<file path="config.mk">
export PLATFORM = sky130hd
export DESIGN_NAME = serial_adder
export DESIGN_NICKNAME = d
export VERILOG_FILES = /design/src/rtl/serial_adder.sv
export SDC_FILE = /design/constraint.sdc
export NUM_CORES = 1
export LEC_CHECK = 0
export BUFFER_PORTS_ARGS = -buffer_cell sky130_fd_sc_hd__buf_2
export CORE_MARGIN = 1
export CORE_UTILIZATION = 54
export DETAILED_ROUTE_END_ITERATION = 10
export PLACE_DENSITY = 0.88
export SYNTH_ARGS = -nofsm -noshare
export SYNTH_HDL_FRONTEND = slang
export SYNTH_HIERARCHICAL = 1
export SYNTH_SLANG_ARGS = --single-unit
</file>
<file path="constraint.sdc">
create_clock -name clk -period 1.79 [get_ports clk]
set_input_delay 0.179 -clock clk [delete_from_list [all_inputs] [get_ports clk]]
set_output_delay 0.179 -clock clk [all_outputs]
set_load 0.02 [all_outputs]
</file>
<file path="src/rtl/serial_adder.sv">
// Bit-serial adder: adds two WIDTH-bit operands LSB-first through a single full-adder cell.
// Latency: result valid WIDTH cycles after operand acceptance; WIDTH+2 cycles minimum between operations.
// Backpressure: in_ready only while idle; a finished result is held stable until out_ready.

// Single-bit full adder cell, reused once per bit position.
module full_adder (
  input  logic a,
  input  logic b,
  input  logic cin,
  output logic s,
  output logic cout
);

  assign s    = a ^ b ^ cin;
  assign cout = (a & b) | (cin & (a ^ b));

endmodule

module serial_adder #(
  parameter int WIDTH = 8
) (
  input  logic             clk,
  input  logic             rst_n,
  input  logic             in_valid,
  output logic             in_ready,
  input  logic [WIDTH-1:0] a_in,
  input  logic [WIDTH-1:0] b_in,
  input  logic             cin_in,
  output logic             out_valid,
  input  logic             out_ready,
  output logic [WIDTH-1:0] sum_out,
  output logic             cout_out
);

  localparam int CW = (WIDTH > 1) ? $clog2(WIDTH) : 1;
  localparam logic [CW-1:0] LAST = CW'(WIDTH - 1);

  typedef enum logic [1:0] {
    IDLE = 2'd0,
    RUN  = 2'd1,
    DONE = 2'd2
  } state_t;

  state_t           state_q,   state_d;
  logic [WIDTH-1:0] a_sh_q,    a_sh_d;
  logic [WIDTH-1:0] b_sh_q,    b_sh_d;
  logic [WIDTH-1:0] sum_sh_q,  sum_sh_d;
  logic [WIDTH-1:0] sum_out_q, sum_out_d;
  logic             carry_q,   carry_d;
  logic             cout_q,    cout_d;
  logic [CW-1:0]    cnt_q,     cnt_d;

  logic             fa_s;
  logic             fa_cout;
  logic [WIDTH-1:0] sum_shift;

  full_adder u_fa (
    .a    (a_sh_q[0]),
    .b    (b_sh_q[0]),
    .cin  (carry_q),
    .s    (fa_s),
    .cout (fa_cout)
  );

  // New sum bit enters at the MSB so that after WIDTH shifts bit 0 sits at the LSB.
  // Written as shift/OR so it stays legal when WIDTH is 1.
  assign sum_shift = (sum_sh_q >> 1) | (WIDTH'(fa_s) << (WIDTH - 1));

  // Handshake flags depend only on the state register.
  assign in_ready  = (state_q == IDLE);
  assign out_valid = (state_q == DONE);
  assign sum_out   = sum_out_q;
  assign cout_out  = cout_q;

  // Next-state and datapath update for the IDLE -> RUN -> DONE sequence.
  always_comb begin
    state_d   = state_q;
    a_sh_d    = a_sh_q;
    b_sh_d    = b_sh_q;
    sum_sh_d  = sum_sh_q;
    sum_out_d = sum_out_q;
    carry_d   = carry_q;
    cout_d    = cout_q;
    cnt_d     = cnt_q;
    case (state_q)
      IDLE: begin
        if (in_valid) begin
          a_sh_d  = a_in;
          b_sh_d  = b_in;
          carry_d = cin_in;
          cnt_d   = '0;
          state_d = RUN;
        end
      end
      RUN: begin
        a_sh_d   = a_sh_q >> 1;
        b_sh_d   = b_sh_q >> 1;
        sum_sh_d = sum_shift;
        carry_d  = fa_cout;
        cnt_d    = cnt_q + CW'(1);
        if (cnt_q == LAST) begin
          // Publish the result only once every bit is done; outputs then hold until the next one.
          sum_out_d = sum_shift;
          cout_d    = fa_cout;
          state_d   = DONE;
        end
      end
      DONE: begin
        if (out_ready) begin
          state_d = IDLE;
        end
      end
      default: begin
        state_d = IDLE;
      end
    endcase
  end

  // State and datapath registers; reset aborts any operation in flight and clears the result.
  always_ff @(posedge clk or negedge rst_n) begin
    if (!rst_n) begin
      state_q   <= IDLE;
      a_sh_q    <= '0;
      b_sh_q    <= '0;
      sum_sh_q  <= '0;
      sum_out_q <= '0;
      carry_q   <= 1'b0;
      cout_q    <= 1'b0;
      cnt_q     <= '0;
    end else begin
      state_q   <= state_d;
      a_sh_q    <= a_sh_d;
      b_sh_q    <= b_sh_d;
      sum_sh_q  <= sum_sh_d;
      sum_out_q <= sum_out_d;
      carry_q   <= carry_d;
      cout_q    <= cout_d;
      cnt_q     <= cnt_d;
    end
  end

endmodule

</file>
==> results of run 1 <==
final cells by class:
class | count | area share, %
Clock buffer | 6 | 2.56
Tap cell | 44 | 2.75
Multi-Input combinational cell | 112 | 35.9
Inverter | 2 | 0.375
Sequential cell | 38 | 47.5
Clock inverter | 2 | 0.625
Timing Repair Buffer | 37 | 10.3
kinds of logic after synthesis:
kind of cell	count (synthesis)	synth area share, %
simple gates	71	19.7
mux	10	8.32
fa+ha+maj	3	2.58
compound gates	28	10.5
flops	38	54.5
buf+inv	13	4.30
report_power, final:
part | leakage (uW) | total, uW | internal, uW | switching, uW
sequential | 0.000461 | 1550 | 1260 | 297
combinational | 0.000462 | 1420 | 641 | 784
clock | 0.0000343 | 468 | 189 | 279
total | 0.000957 | 3450 | 2090 | 1360
registers in the layout, indices dropped and copies added, names as in the netlist:
signal    flops
a_sh_q        8
b_sh_q        8
sum_out       8
sum_sh_q      7
cnt_q         3
state_q       2
carry_q       1
cout_out      1
routing by layer:
| layer | GRT usage, % | vias to the layer above |
|---|---|---|
| met5 | 0 | - |
| met4 | 7.14 | 0 |
| met3 | 5.93 | 4 |
| met2 | 37.8 | 35 |
| met1 | 26.5 | 626 |
| li1 | - | 651 |
tightest hold or removal path: stages:
cell and delay [ns]:
sky130_fd_sc_hd__buf_2 0.10, sky130_fd_sc_hd__nand2_1 0.04, sky130_fd_sc_hd__o21ai_0 0.06
per-stage QoR:
step	setup slack (ns)	power, uW
after floorplan	0.441	2630
after CTS	0.118	3470
final	0.130	3450
after global placement	0.381	2890
after detailed placement	0.301	3000
after global routing	0.0131	3710
Yosys cell counts:
cell	number
sky130_fd_sc_hd__o31ai_1	1
sky130_fd_sc_hd__mux2_4	9
sky130_fd_sc_hd__o32ai_1	4
sky130_fd_sc_hd__inv_1	1
sky130_fd_sc_hd__clkbuf_1	1
sky130_fd_sc_hd__buf_6	1
sky130_fd_sc_hd__o22ai_1	15
sky130_fd_sc_hd__fa_1	1
sky130_fd_sc_hd__buf_2	6
sky130_fd_sc_hd__nand2b_1	2
sky130_fd_sc_hd__nor2_1	8
sky130_fd_sc_hd__nand2_8	1
sky130_fd_sc_hd__nand2_1	24
sky130_fd_sc_hd__nor2b_1	1
sky130_fd_sc_hd__clkinv_1	1
sky130_fd_sc_hd__mux2i_1	1
sky130_fd_sc_hd__a22o_1	2
sky130_fd_sc_hd__or2_2	1
sky130_fd_sc_hd__nor3_1	33
sky130_fd_sc_hd__nor2b_4	1
sky130_fd_sc_hd__o21ai_0	6
sky130_fd_sc_hd__buf_4	3
sky130_fd_sc_hd__dfrtp_1	38
sky130_fd_sc_hd__ha_1	2
path summary, 6_finish.rpt:
kind,slack (ns),from,end,depth (start not counted)
min in group asynchronous,0.45,rst_n,sum_out[7],2
worst max register to register,0.27,state_q[1],a_sh_q[0],3
worst max-delay path,0.13,state_q[1],out_valid,3
worst min register to register,0.49,sum_sh_q[1],sum_sh_q[1],2
worst min-delay path,0.07,b_in[7],b_sh_q[7],3
max in group asynchronous,0.83,rst_n,b_sh_q[2],2
repair_timing:
action | in CTS | in global routing
hold buffers | 1 | 1
hold endpoints to repair | 38 | 1
setup buffers | 0 | 0
==> parameters.txt, run 1 <==
Parameter                              Value

Outcome
  Status ... completed

Finish
  Area added between synthesis and finish ... 14.7%
  Finished Cell Area ... between 2000 and 2500 um2
  Final Instance Count excl. Fillers ... approximately 240
  Diodes inserted ... 0
  Nets ... 220
  Most frequent standard cell in the layout excluding fill and tap cells ... sky130_fd_sc_hd__dfrtp_1
  Number of fill cells ... about 270
  Core Util, Final ... about 66%
  Area of the multi-input gates ... ~700 um2
  Most frequent cells in the layout ... sky130_fd_sc_hd__dfrtp_1, sky130_fd_sc_hd__nor3_1, sky130_fd_sc_hd__buf_2
  Share of layout cells above drive strength 1 ... between 20% and 30%
  FF/Latch Area ... 951 um2

Critical path
  Worst Path Class, Setup ... flop to output pin
  Crit path capture type ... output pin
  Required time reported for the critical path endpoint ... between 1.5 and 2 ns
  Data arrival time of the critical path ... between 1 and 1.5 ns
  Slowest stage delay, CP ... approximately 0.53 ns
  Number of buffer and inverter stages on the critical path ... 2
  Largest fanout on the critical path ... 10
  Chain of cells forming the critical path ... clkinv_1 -> nor2_1 -> buf_2
  Slowest cell on crit path ... sky130_fd_sc_hd__dfrtp_1
  Category of the worst setup path launch point ... flop
  Top cell family by delay on the critical path ... flip-flops

Timing
  Slew margin rel. ... 46.4%
  Maximum clock frequency ... between 600 and 700 MHz
  Fin crit period ... about 1.7 ns
  Count of final hold-check violations ... 0
  Setup repair after global routing missed its margin ... no
  Count of final max-slew check failures ... 0
  Final setup skew ... 0.00540 ns
  Worst hold slack ... 0.0722 ns
  Actual transition at the worst max-transition pin ... between 0.8 and 0.9 ns
  Setup TNS ... 0 ns
  Number of setup violations in the final report ... 0
  Post-route clock period utilization ... between 90% and 100%

Floorplanning
  Die footprint ... 3460 um2
  Horiz. Die Dim ... between 50 and 60 um
  Rows ... 20
  I/O pin count ... 32
  Std-Cell Core Area ... 3050 um2
  Starting utilization of the core area ... between 50% and 60%
  Vertical die dimension ... 58.8 um

Route
  Top routing layer used ... met4
  Post-route DRC violation count ... 0
  Sum of met2 wire segment lengths after detailed routing ... about 1.7 mm
  Via count ... 1316
  DRT Wirelength ... approximately 3.4 mm
  Total met3 wirelength after detailed routing ... between 100 and 150 um
  Avg WL per Cell ... roughly 14 um
  First-iteration detailed-routing DRC count ... 38
  Antenna-violating nets left ... 0
  Iteration count of the initial detailed-routing pass ... 4
  Vias/cell ... ~5.5
  Length of routed wiring on met1 ... roughly 1.6 mm

Flow run
  Max-capacitance violation count ... 0

GRT
  Antenna violations before repair ... 0
  Pin count of the biggest net entering global routing ... 39
  Vias in the first global route ... around 1300
  GRT Total Usage ... 21.9%
  Global route overflow ... 0
  Global-route wire length before repair ... 5.64 mm

Yosys
  Mean instance size in the synthesized netlist ... 10.7 um2
  Yosys warning total ... 6
  Area share of the leading cell type in the synthesized netlist ... 54.5%
  Share of the yosys chip area belonging to registers ... a little over half
  Count of unique library cells instantiated by Yosys ... 24
  Yosys top cell by area ... sky130_fd_sc_hd__dfrtp_1
  Yosys reg bits ... 38
  Area of the mapped netlist ... approximately 1700 um2
  Number of nets in the synthesized netlist ... between 150 and 200
  Instance count of the mapped netlist ... approximately 160
  Top post-synthesis cells by area ... sky130_fd_sc_hd__dfrtp_1, sky130_fd_sc_hd__nor3_1, sky130_fd_sc_hd__mux2_4

Clock tree
  Worst skew pair latency ... about 0.34 ns
  Maximum buffer depth of the clock tree ... 2
  Count of cells resized by post-cts repair ... 0
  Sinks on Clock Net ... 38
  Clock root cell ... sky130_fd_sc_hd__clkbuf_4
  H-tree levels ... 2
  TritonCTS Buffers ... 5
  TritonCTS clock tree ... built
  Register clock-pin slew on the reported worst setup and hold paths ... about 0.11 ns

Placed design
  Routability congestion estimate from global placement ... 0.745
  Number of cells in the design after placement ... approximately 230
  Count of port buffers added during placement ... 31
  Total placed instance area ... 1920 um2
  Placed wire-length estimate ... ~2.3 mm

Pwr
  Power Density ... 1720 nW/um2
  Largest voltage drop on the vdd net ... between 0.7 and 0.8 mV
  Lkg Pwr ... 0.000957 uW

Hold path
  Hold WC Path Type ... input pin to flop
Note: power is estimated with default switching activity, not from simulation.
==> run 2: changes to the inputs <==
Settings changed: REMOVE_ABC_BUFFERS set to 1.
==> parameters.txt, run 2 (same netlist as run 1, synthesis figures left out) <==
Parameter                              Value

Critical path
  Required time reported for the critical path endpoint ... 1.61 ns
  Crit path capture type ... output pin
  Category of the worst setup path launch point ... flop
  Launch instance of the worst register-to-register path ... state_q[1]
  End of the worst register-to-register path ... a_sh_q[0]
  Reg-to-reg slack, setup ... approximately 0.32 ns
  Crit. Startpoint ... state_q[1]
  Slowest cell on crit path ... sky130_fd_sc_hd__dfrtp_1
  Chain of cells forming the critical path ... clkinv_1 -> nor2_1 -> buf_2
  Worst Path Class, Setup ... flop to output pin
  Slowest stage delay, CP ... around 0.55 ns
  Number of buffer and inverter stages on the critical path ... 2
  Last element of the critical path ... out_valid
  Number of cells on the critical path ... 3
  Largest fanout on the critical path ... 10
  Data arrival time of the critical path ... ~1.5 ns
  Top cell family by delay on the critical path ... flip-flops
  Reg2Reg Depth ... 3

Floorplanning
  Rows ... 20
  Starting utilization of the core area ... about 57%
  Horiz. Die Dim ... between 50 and 60 um
  Std-Cell Core Area ... slightly above 3000 um2
  I/O pin count ... 32
  Die footprint ... between 3000 and 4000 um2
  Vertical die dimension ... 58.8 um

Hold path
  Hold WC Path Type ... input pin to flop
  Hold path startpoint ... a_in[7]

GRT
  Global-route wire length before repair ... ~5.7 mm
  Met3 Track Usage GR ... 5.93%
  GRT Total Usage ... 21.9%
  Most used routing layer ... met2
  Pin count of the biggest net entering global routing ... 39
  Met1 layer usage reported by global route ... about a quarter
  Antenna violations before repair ... 0
  Met2 Track Usage GR ... around two fifths
  Vias in the first global route ... ~1300
  Global route overflow ... 0

Clock tree
  Maximum buffer depth of the clock tree ... 2
  Worst skew pair latency ... roughly 0.36 ns
  TritonCTS clock tree ... built
  Register clock-pin slew on the reported worst setup and hold paths ... around 0.11 ns
  Sinks on Clock Net ... 38
  TritonCTS Buffers ... 5
  H-tree levels ... 2
  Count of cells resized by post-cts repair ... 0
  Clock root cell ... sky130_fd_sc_hd__clkbuf_4

Finish
  Diodes inserted ... 0
  Nets ... between 200 and 250
  Core Util, Final ... between 60% and 70%
  Number of fill cells ... between 200 and 300
  Most frequent standard cell in the layout excluding fill and tap cells ... sky130_fd_sc_hd__dfrtp_1
  Area added between synthesis and finish ... 15.8%
  Most frequent cells in the layout ... sky130_fd_sc_hd__dfrtp_1, sky130_fd_sc_hd__nor3_1, sky130_fd_sc_hd__buf_2
  Share of layout cells above drive strength 1 ... around 28%

Route
  First-iteration detailed-routing DRC count ... 47
  Via count ... around 1400
  Antenna-violating nets left ... 0
  Iteration count of the initial detailed-routing pass ... 4
  DRT Wirelength ... approximately 3.3 mm
  Vias/cell ... 5.62
  Avg WL per Cell ... approximately 14 um
  Post-route DRC violation count ... 0

Flow run
  Max-capacitance violation count ... 0

Pwr
  Largest voltage drop on the vdd net ... about 0.76 mV
  Lkg Pwr ... 0.000960 uW
  Power Density ... 1760 nW/um2

Timing
  Slew margin rel. ... approximately 45%
  Fin crit period ... between 1.5 and 2 ns
  Count of final max-slew check failures ... 0
  Count of final hold-check violations ... 0
  Number of setup violations in the final report ... 0
  Actual transition at the worst max-transition pin ... slightly above 0.8 ns
  Setup repair after global routing missed its margin ... no
  Setup TNS ... 0 ns
  Maximum clock frequency ... just under 600 MHz
  Final setup skew ... around 0.016 ns
  Post-route clock period utilization ... a little over nine tenths

Placed design
  Routability congestion estimate from global placement ... 0.748
  Placed wire-length estimate ... around 2.3 mm
  Count of port buffers added during placement ... 31

Outcome
  Status ... completed
## run 2: cell count changes in the layout (fill, tap and decap cells not counted), sizes merged
| cell | before | now |
|---|---|---|
| bufinv | 0 | 1 |
| clkbuf | 6 | 5 |
| clkinv | 2 | 1 |
| clkinvlp | 1 | 2 |
## run 2: worst min path at each step
stage,cells past startpoint,slack (ns),endpoint
after CTS,3,0.05,a_sh_q[7]
final,3,0.06,a_sh_q[7]
after global placement,1,0.30,sum_out[1]
after floorplan,0,-0.12,a_sh_q[0]
after global routing,3,0.09,a_sh_q[7]
after detailed placement,1,0.32,sum_out[1]
## run 2: metrics by stage
step / power (uW) / std cells / hold WS, ns / instance area [um2] / setup WS [ns]
global route: 3820 / 241 / 0.0916 / 2020 / 0.0269
finish: 3560 / 241 / 0.0588 / 2020 / 0.109
floorplan: 2540 / 152 / -0.117 / 1680 / -0.0101
global placement: 2890 / 231 / 0.303 / 1920 / 0.382
detailed placement: 2990 / 231 / 0.324 / 1920 / 0.319
CTS: 3580 / 241 / 0.0488 / 2020 / 0.113
## run 2: what timing repair did
item | CTS | global route
hold buffers | 2 | 0
hold endpoints to repair | 39 | 0
setup buffers | 0 | 0
## run 2: where the power goes
part           switching [uW]  internal (uW)  total, uW  leakage [uW]
Clock                     300            293        593     0.0000374
Sequential                291           1260       1550      0.000461
Combinational             781            640       1420      0.000462
## run 2: area by class of cell
cell class                      instances  area (um2)  area share, %
Timing Repair Buffer                   37         205           10.2
Inverter                                2        7.51          0.372
Tap cell                               44        55.1           2.73
Clock buffer                            5        37.5           1.86
Multi-Input combinational cell        112         718           35.6
Sequential cell                        38         951           47.1
Clock inverter                          3        45.0           2.23
## run 2: worst register-to-register path, cell delays in order, from the launching register on
cell and delay, ns:
sky130_fd_sc_hd__dfrtp_1 0.51, sky130_fd_sc_hd__nand2b_1 0.43, sky130_fd_sc_hd__o32ai_1 0.35, sky130_fd_sc_hd__nor2_1 0.08
## run 2: routing by layer
layer | vias up | wire length (um)
met2 | 45 | 1660
met3 | 5 | 162
met5 | - | 0
met4 | 0 | 35
met1 | 652 | 1460
li1 | 652 | -
==> run 3: changes to the inputs <==
Settings changed: CELL_PAD_IN_SITES_DETAIL_PLACEMENT set to 1, CELL_PAD_IN_SITES_GLOBAL_PLACEMENT set to 1, CORE_UTILIZATION 54 to 42, PLACE_DENSITY 0.88 to 0.87.
==> parameters.txt, run 3 (same netlist as run 1, synthesis figures left out) <==
Parameter                              Value

Finish
  Share of layout cells above drive strength 1 ... 29.0%
  Nets ... approximately 220
  Most frequent cells in the layout ... sky130_fd_sc_hd__dfrtp_1, sky130_fd_sc_hd__nor3_1, sky130_fd_sc_hd__buf_2
  Finished Cell Area ... 2060 um2
  Area added between synthesis and finish ... 17.9%
  Diodes inserted ... 0
  Most frequent standard cell in the layout excluding fill and tap cells ... sky130_fd_sc_hd__dfrtp_1
  Core Util, Final ... 51.4%
  Number of fill cells ... 457

Timing
  Setup repair after global routing missed its margin ... no
  Maximum clock frequency ... 670 MHz
  Slew margin rel. ... a little over three fifths
  Count of final hold-check violations ... 0
  Actual transition at the worst max-transition pin ... approximately 0.56 ns
  Final setup skew ... just over 0.006 ns
  Min setup slack post-route ... approximately 0.3 ns
  Worst hold slack ... approximately 0.084 ns
  Number of setup violations in the final report ... 0
  Fin crit period ... around 1.5 ns
  Setup TNS ... 0 ns
  Count of final max-slew check failures ... 0
  Post-route clock period utilization ... 83.3%

Clock tree
  Register clock-pin slew on the reported worst setup and hold paths ... roughly 0.07 ns
  Clock root cell ... sky130_fd_sc_hd__clkbuf_8
  Maximum buffer depth of the clock tree ... 2
  Number of hold buffers added after CTS ... 1
  TritonCTS Buffers ... 5
  Number of buffers inserted by post-CTS setup repair ... 0
  Sinks on Clock Net ... 38
  H-tree levels ... 2
  Count of cells resized by post-cts repair ... 0
  TritonCTS clock tree ... built
  Worst skew pair latency ... 0.29 ns

Critical path
  Number of buffer and inverter stages on the critical path ... 2
  Required time reported for the critical path endpoint ... ~1.6 ns
  Chain of cells forming the critical path ... clkinv_1 -> nor2_1 -> buf_2
  Top cell family by delay on the critical path ... buffers and inverters
  Slowest cell on crit path ... sky130_fd_sc_hd__dfrtp_1
  Worst Path Class, Setup ... flop to output pin
  Crit path capture type ... output pin
  Largest fanout on the critical path ... 9
  Category of the worst setup path launch point ... flop
  Data arrival time of the critical path ... around 1.3 ns
  Slowest stage delay, CP ... between 0.4 and 0.5 ns

GRT
  Global-route wire length before repair ... 6.40 mm
  GRT Total Usage ... around a fifth
  Pin count of the biggest net entering global routing ... 39
  Vias in the first global route ... 1395
  Global route overflow ... 0
  Antenna violations before repair ... 0

Route
  Via count ... 1342
  Post-route DRC violation count ... 0
  Vias/cell ... roughly 5.4
  First-iteration detailed-routing DRC count ... 40
  Antenna-violating nets left ... 0
  Iteration count of the initial detailed-routing pass ... 3
  DRT Wirelength ... approximately 3.7 mm
  Avg WL per Cell ... between 10 and 15 um

Floorplanning
  I/O pin count ... 32
  Std-Cell Core Area ... 4000 um2
  Starting utilization of the core area ... between 40% and 50%
  Vertical die dimension ... ~66 um
  Rows ... 23
  Horiz. Die Dim ... 66.4 um
  Die footprint ... 4410 um2

Flow run
  Max-capacitance violation count ... 0

Placed design
  Placed wire-length estimate ... 2.63 mm
  Worst slack at placement ... 0.361 ns
  Total placed instance area ... a little under 2000 um2
  Count of port buffers added during placement ... 31
  Routability congestion estimate from global placement ... ~0.81

Pwr
  Lkg Pwr ... about 0.00099 uW
  Power Density ... between 1500 and 2000 nW/um2
  Largest voltage drop on the vdd net ... slightly below 0.7 mV

Hold path
  Hold WC Path Type ... input pin to flop

Outcome
  Status ... completed
## run 3: cell types whose count changed in the layout (fill, tap and decap cells not counted), sizes merged
cell,change
clkinv,+1
clkbuf,+2
dlygate4sd3,-1
clkinvlp,-2
bufinv,-1
buf,+4
## run 3: final cells by class
class | instances | area (um2) | share of cell area, %
multi-input cells | 112 | 718 | 34.9
clock inverters | 1 | 5.00 | 0.243
well taps | 50 | 62.6 | 3.04
flip-flops and latches | 38 | 951 | 46.3
repair buffers | 40 | 225 | 11.0
inverters | 2 | 7.51 | 0.365
clock buffers | 7 | 86.3 | 4.20
## run 3: per-layer routing
| metal | global-route usage [%] | wire [um] |
|---|---|---|
| met1 | 23.6 | 1710 |
| met2 | 34.3 | 1870 |
| met4 | 3.99 | 31 |
| met5 | 0 | 0 |
| met3 | 6.72 | 130 |
## run 3: through the flow
step           power (uW)  std cells
2_1_floorplan        2540        152
3_3_place_gp         2960        241
3_5_place_dp         3050        241
4_1_cts              3670        250
5_1_grt              3910        250
6_report             3620        250
## run 3: worst register-to-register path: stages, from the launching register on
cell and delay (ns):
sky130_fd_sc_hd__dfrtp_1 0.40, sky130_fd_sc_hd__ha_1 0.20, sky130_fd_sc_hd__ha_1 0.25, sky130_fd_sc_hd__nand2_8 0.15, sky130_fd_sc_hd__mux2_4 0.32
## run 3: report_power, final
group | total, uW | internal (uW) | leakage (uW) | switching, uW
clock | 608 | 311 | 0.0000482 | 298
combinational | 1460 | 663 | 0.000477 | 797
sequential | 1550 | 1260 | 0.000461 | 290
total | 3620 | 2230 | 0.000986 | 1380
## run 3: path summary, 6_finish.rpt
path | from | end | slack [ns] | cells past startpoint
worst max-delay path | state_q[1] | out_valid | 0.30 | 3
worst min-delay path | out_ready | state_q[1] | 0.08 | 2
worst min register to register | sum_sh_q[1] | sum_sh_q[1] | 0.48 | 2
max in group asynchronous | rst_n | a_sh_q[4] | 0.99 | 3
min in group asynchronous | rst_n | sum_sh_q[1] | 0.47 | 3
worst max register to register | cnt_q[0] | sum_out[3] | 0.36 | 4
